File: src/rtl/pq_shift_array.sv
// Systolic shift-register priority queue: sorted <key,value> slots, head always on odata.
// Optional PQ_HIWATER_EN adds a hiwater output tracking peak occupancy since reset/flush.
module pq_shift_array #(
    parameter int KEY_WIDTH   = 4,
    parameter int VAL_WIDTH   = 4,
    parameter int PQ_CAPACITY = 4,
    parameter bit MAX_FIRST   = 1'b1,
    localparam int KV_W = KEY_WIDTH + VAL_WIDTH,
    localparam int CW   = $clog2(PQ_CAPACITY + 1)
) (
    input  logic            clk,
    input  logic            rst,
    input  logic            ivalid,
    output logic            irdy,
    input  logic [KV_W-1:0] idata,
    input  logic            flush,
    output logic            busy,
    output logic            full,
    output logic [CW-1:0]   count,
    output logic            ovalid,
    input  logic            ordy,
`ifdef PQ_HIWATER_EN
    output logic [CW-1:0]   hiwater,
`endif
    output logic [KV_W-1:0] odata
);

    logic [KV_W-1:0]        ent_p0 [PQ_CAPACITY];
    logic [PQ_CAPACITY-1:0] vld_p0;
    logic [CW-1:0]          count_p0;

    logic                   push;
    logic                   pop;
    logic [KV_W-1:0]        base [PQ_CAPACITY];
    logic [PQ_CAPACITY-1:0] base_v;
    logic [KV_W-1:0]        shft [PQ_CAPACITY];
    logic [PQ_CAPACITY-1:0] shft_v;
    logic [PQ_CAPACITY-1:0] ge;
    logic [PQ_CAPACITY-1:0] ins;
    logic [KV_W-1:0]        ent_nxt [PQ_CAPACITY];
    logic [PQ_CAPACITY-1:0] vld_nxt;
    logic [CW-1:0]          count_nxt;

    // True when an existing slot key stays ahead of an incoming key (ties keep arrival order).
    function automatic logic ahead_or_tie(input logic [KEY_WIDTH-1:0] slot_key,
                                          input logic [KEY_WIDTH-1:0] new_key);
        if (MAX_FIRST)
            return slot_key >= new_key;
        else
            return slot_key <= new_key;
    endfunction

    assign full   = (count_p0 == CW'(PQ_CAPACITY));
    assign count  = count_p0;
    assign ovalid = vld_p0[0];
    assign busy   = vld_p0[0];
    assign odata  = ent_p0[0];
    assign irdy   = !flush && (!full || ordy);
    assign push   = ivalid && irdy;
    assign pop    = vld_p0[0] && ordy && !flush;

    always_comb begin
        for (int i = 0; i < PQ_CAPACITY; i++) begin
            base[i]    = '0;
            shft[i]    = '0;
            ent_nxt[i] = '0;
        end
        base_v    = '0;
        shft_v    = '0;
        ge        = '0;
        ins       = '0;
        vld_nxt   = '0;
        count_nxt = count_p0;

        // Head removal: everything moves one slot toward the head, tail empties.
        for (int i = 0; i < PQ_CAPACITY; i++) begin
            base[i]   = ent_p0[i];
            base_v[i] = vld_p0[i];
        end
        if (pop) begin
            for (int i = 0; i < PQ_CAPACITY - 1; i++) begin
                base[i]   = ent_p0[i+1];
                base_v[i] = vld_p0[i+1];
            end
            base[PQ_CAPACITY-1]   = '0;
            base_v[PQ_CAPACITY-1] = 1'b0;
        end

        for (int i = 1; i < PQ_CAPACITY; i++) begin
            shft[i]   = base[i-1];
            shft_v[i] = base_v[i-1];
        end

        // Slots are sorted, so ge is a thermometer; its first zero is the insertion point.
        for (int i = 0; i < PQ_CAPACITY; i++)
            ge[i] = base_v[i] && ahead_or_tie(base[i][KV_W-1 -: KEY_WIDTH],
                                              idata[KV_W-1 -: KEY_WIDTH]);
        ins[0] = !ge[0];
        for (int i = 1; i < PQ_CAPACITY; i++)
            ins[i] = !ge[i] && ge[i-1];

        for (int i = 0; i < PQ_CAPACITY; i++) begin
            if (!push || ge[i]) begin
                ent_nxt[i] = base[i];
                vld_nxt[i] = base_v[i];
            end else if (ins[i]) begin
                ent_nxt[i] = idata;
                vld_nxt[i] = 1'b1;
            end else begin
                ent_nxt[i] = shft[i];
                vld_nxt[i] = shft_v[i];
            end
        end

        if (push && !pop)
            count_nxt = count_p0 + CW'(1);
        else if (pop && !push)
            count_nxt = count_p0 - CW'(1);

        if (flush) begin
            for (int i = 0; i < PQ_CAPACITY; i++)
                ent_nxt[i] = '0;
            vld_nxt   = '0;
            count_nxt = '0;
        end
    end

    // Slot register stage
    always_ff @(posedge clk or posedge rst) begin
        if (rst) begin
            for (int i = 0; i < PQ_CAPACITY; i++)
                ent_p0[i] <= '0;
            vld_p0   <= '0;
            count_p0 <= '0;
        end else begin
            for (int i = 0; i < PQ_CAPACITY; i++)
                ent_p0[i] <= ent_nxt[i];
            vld_p0   <= vld_nxt;
            count_p0 <= count_nxt;
        end
    end

`ifdef PQ_HIWATER_EN
    logic [CW-1:0] hiwater_p0;

    always_ff @(posedge clk or posedge rst) begin
        if (rst)
            hiwater_p0 <= '0;
        else if (flush)
            hiwater_p0 <= '0;
        else if (count_nxt > hiwater_p0)
            hiwater_p0 <= count_nxt;
    end

    assign hiwater = hiwater_p0;
`endif

endmodule

File: config.mk
export PLATFORM = sky130hd
export DESIGN_NAME = pq_shift_array
export DESIGN_NICKNAME = d
export VERILOG_FILES = /design/src/rtl/pq_shift_array.sv
export SDC_FILE = /design/constraint.sdc
export NUM_CORES = 1
export LEC_CHECK = 0
export BUFFER_PORTS_ARGS = -buffer_cell sky130_fd_sc_hd__buf_2
export CAP_MARGIN = 20
export CORE_MARGIN = 4
export CORE_UTILIZATION = 40
export CTS_BUF_LIST = sky130_fd_sc_hd__clkbuf_2
export CTS_CLUSTER_DIAMETER = 60
export DETAILED_ROUTE_END_ITERATION = 7
export GPL_ROUTABILITY_DRIVEN = 0
export HOLD_SLACK_MARGIN = 0.15
export PLACE_DENSITY = 0.54
export SLEW_MARGIN = 20
export SYNTH_ARGS = -nofsm -noshare
export SYNTH_HDL_FRONTEND = slang
export SYNTH_SLANG_ARGS = --single-unit
File: constraint.sdc
create_clock -name clk -period 4 [get_ports clk]
set_input_delay 1 -clock clk [delete_from_list [all_inputs] [get_ports clk]]
set_output_delay 1 -clock clk [all_outputs]
set_load 0.01 [all_outputs]
Word level (Yosys, flattened, before mapping)
Index checks and enable logic that the tools add are counted.

Bits of input ports: 13. Register bits after elaboration: 39.

Order comparisons: 4. Add/sub/neg operators: 2. Reductions and logical operators: 26. Eq/ne operators: 2. Multiplexer cells: 23.

Operators with widths (count): two-way mux 32 bit (2); two-way mux 8 bit (8); greater-or-equal comparator 4 bit (4); logical AND 1 bit (13); two-way mux 3 bit (3); two-way mux 1 bit (8); two-way mux 4 bit (2); logical NOT 1 bit (7); logical OR 1 bit (5); adder 3 x 1 -> 3 bit (second input constant) (1); equality test 3 bit (second input constant) (1); != test 3 bit (second input constant) (1); nonzero test 3 bit (1); subtractor 3 x 1 -> 3 bit (second input constant) (1).

Depth between registers and ports, before layout
Depth in word-level cells: 10. Mapped depth: 12. Gate-level depth less buffers: 8.

Least setup slack after synthesis
Ideal clock, no wire load.

Path type: input port to flip-flop. Start point: input flush. End point: register ent_p0[12] (netlist bit). Stages on the path: 11. Data arrival time: 3.312 ns. Setup time: 0.125 ns. Setup slack: 0.563 ns. Cells stage by stage: buf_2 > nand3b_4 > buf_4 > mux2i_1 > ha_1 > nand2b_1 > a2111o_1 > and3_1 > buf_4 > mux2i_1 > mux2_2.

RTL lines: from (decl) (line 16) `input logic flush,`; to (signal, indexed assignment) (line 137) `ent_p0[i] <= ent_nxt[i];`; to (decl) (line 28) `logic [KV_W-1:0] ent_p0 [PQ_CAPACITY];`.

==> results.json <==
{
  "cp.arrival_ps": 3460,
  "drv_cap": 0,
  "wl_um": 6592,
  "drive_above_1_share_pct": 24.83,
  "r2r_setup_slack_ps": 1020,
  "synth_xor_area_share_pct": 0.9447,
  "p_seq_share_pct": 49.9,
  "power.switching_mw": 0.3197,
  "synth.top_cell.area_share_pct": 35.09,
  "worstHoldPathType": "reg2reg",
  "fin_area_um2": 2974,
  "synth_simple_gate_area_share_pct": 11.79,
  "synth-edff-count": 0,
  "holdPathEnd": "ent_p0[0]",
  "ys_seq_elements": 39,
  "dp_hpwl_um": 4852,
  "synth_mux_area_share_pct": 18.31,
  "internal_power_mw": 0.5780,
  "drc": 0,
  "clk_latency_ps": 410,
  "grt_max_degree": 28,
  "p_comb_share_pct": 31.1,
  "num_antenna_cells": 0,
  "postLayoutSetupSlackWorst_ps": 832.2,
  "rsz0062_at_grt": "no",
  "min_path_cells": 1,
  "cp_num_buf_inv": 2,
  "cts-resized-gates": 0,
  "final_hold_viol_count": 0,
  "syn_inst": 266,
  "placed_area_um2": 2934,
  "ys_top_cells_by_area": "dfrtp_1 35%, mux2i_1 9.7%, mux2_2 7.3%",
  "reg2reg_from": "vld_p0[0]",
  "p_leak_nw": 1.386,
  "row_count": 30,
  "path_class": "in2reg",
  "cp_slowest_cell": "a2111o_1",
  "numCtsBuffers": 5,
  "die_area_um2": 8351,
  "setup_viol": 0,
  "grt-ovfl-total": 0,
  "pin_count": 28,
  "syn-num-nets": 296,
  "cts.htree.levels": 2,
  "critPathTopFamily": "compound AO/OA/AOI/OAI gates",
  "synth-seq-area-share_pct": 35.09,
  "cts_sinks": 39,
  "hp-start": "ent_p0[0]",
  "rr_endpoint": "ent_p0[17]",
  "synth_flop_cell": "dfrtp_1",
  "clkTransAtPathRegs_ps": 190,
  "yosys.area_share.adder_pct": 7.917,
  "crit_path_max_incr_delay_ps": 450,
  "yosysTopAreaCell": "dfrtp_1",
  "rr_worst_depth": 9,
  "required_ps": 4290,
  "firstDrtPassIters": 4,
  "fillCellCount": 670,
  "syn2layout_area_growth_pct": 6.927,
  "status": "completed",
  "cp_cell_sequence": "buf_2 -> nand3b_4 -> mux2i_1 -> ha_1 -> nand2b_1 -> a2111o_1 -> a31oi_4 -> buf_4 -> o21ai_1 -> o32ai_1",
  "endpoint_kind": "flip-flop",
  "async_flop_share_pct": 100.0,
  "drt_iter0_markers": 56,
  "synth_top_family_by_area": "compound AO/OA/AOI/OAI gates",
  "max_freq_mhz": 315.7,
  "worstPathMaxFanout": 20,
  "cts_tree": "done",
  "final_cells": 366,
  "powerDensity_nw_per_um2": 301.8,
  "vdd_drop_max_uv": 114.7,
  "p_clk_share_pct": 19.0,
  "min_period_ps": 3168,
  "fin_skew_ps": 35.16,
  "netlist-cell-type-count": 48,
  "core_area_um2": 6756,
  "syn-cell-area_um2": 2781,
  "post_drt_wl_per_cell_um": 18.01,
  "root_buffer": "clkbuf_2",
  "tightest_slew_ps": 826.3,
  "period_share_pct": 79.19,
  "postCtsSetupRepairBufs": 0,
  "drv_slew": 0,
  "vias_per_cell": 5.653,
  "nNetsFinal": 315,
  "synth_compound_area_share_pct": 19.34,
  "avgSynthCellArea_um2": 10.46,
  "grt.total_usage_pct": 16.59,
  "tns_ps": 0,
  "vias": 2069,
  "critPathLaunchType": "input port",
  "swShare_pct": 35.61,
  "yosysWarnings": 0,
  "grt_pass1_vias": 2105,
  "fp.dieW_um": 91.39,
  "grt_pass1_wl_um": 11010,
  "dp_worst_setup_slack_ps": 422.2,
  "port_buffers": 27,
  "dp_cells": 358,
  "finalPower_mw": 0.8977,
  "initial_core_util_pct": 41.17,
  "antenna_found_initial": 0,
  "die_h_um": 91.39,
  "clockBufferDepth": 2,
  "ant_nets": 0,
  "holdBufCountCts": 0,
  "slew_headroom_pct": 44.85
}
sequential cells by signal (all words and copies together), names as in the netlist:
| register | count |
|---|---|
| odata | 8 |
| ent_p0 | 24 |
| vld_p0 | 4 |
| count | 3 |
layout by cell type, fill, tap and decap left out, types with 6 or more instances in the layout:
cell type	netlist	layout
dfrtp_1	39	39
o2bb2ai_1	8	8
nor2_1	18	18
mux2_2	18	18
ha_1	16	16
o21ai_1	8	8
and2_1	8	8
o21ai_0	13	13
buf_2	6	27
buf_4	11	8
inv_1	11	11
nand3_1	6	6
mux2i_1	27	27
nand2_1	9	9
metrics by stage:
stage,util [%],hold WS [ps]
finish,44.02,523.7
global route,44.02,539.7
CTS,44.02,526.4
detailed placement,43.43,481.1
global placement,43.43,473.8
floorplan,-,452.3
Yosys cell counts (all sizes together), types with 5 or more instances:
| library cell | instances |
|---|---|
| mux2i | 28 |
| inv | 11 |
| nand2 | 9 |
| o21ai | 21 |
| a31oi | 5 |
| and2 | 8 |
| nor2 | 18 |
| o32ai | 5 |
| a21oi | 5 |
| ha | 16 |
| buf | 20 |
| mux2 | 20 |
| a221oi | 5 |
| o2bb2ai | 8 |
| dfrtp | 39 |
| nand3 | 7 |
how the worst max path moves through the flow:
stage           from         end  cells after the start
2_1_floorplan  flush  ent_p0[12]                     11
3_3_place_gp    ordy   ent_p0[8]                     10
3_5_place_dp    ordy   ent_p0[8]                     10
4_1_cts         ordy   ent_p0[8]                     10
5_1_grt         ordy   ent_p0[9]                     10
6_report       flush  ent_p0[17]                     10
per-layer routing:
layer	GRT usage [%]	share of wire [%]	up-vias
met5	0	0	-
met4	4.899	1.3	0
met3	3.563	3.8	7
met2	26.29	47	43
met1	22.60	48	999
li1	-	-	1020
power by group through the flow:
stage	Clock [mW]	Sequential, mW	Combinational (mW)
global placement	0	0.455	0.278
CTS	0.180	0.449	0.282
floorplan	0	0.452	0.213
finish	0.171	0.448	0.279
global route	0.191	0.454	0.313
detailed placement	0	0.456	0.281
final cells by class:
class	instances	area, um^2	area share (%)
multi-input combinational	193	1622	54.52
clock buffer	5	25.02	0.8414
clock inverter	3	15.01	0.5048
inverter	11	41.29	1.388
sequential	39	975.9	32.81
tap	80	100.1	3.366
timing repair buffer	35	195.2	6.563
kinds of logic after synthesis:
logic type / count (synthesis)
buffers and inverters: 34
adder cells (fa/ha/maj): 17
multiplexers: 48
flip-flops: 39
AND/OR/NAND/NOR: 57
XOR/XNOR: 3
AO/OA/AOI/OAI: 68
No activity file was read; power rests on OpenSTA's default activity.
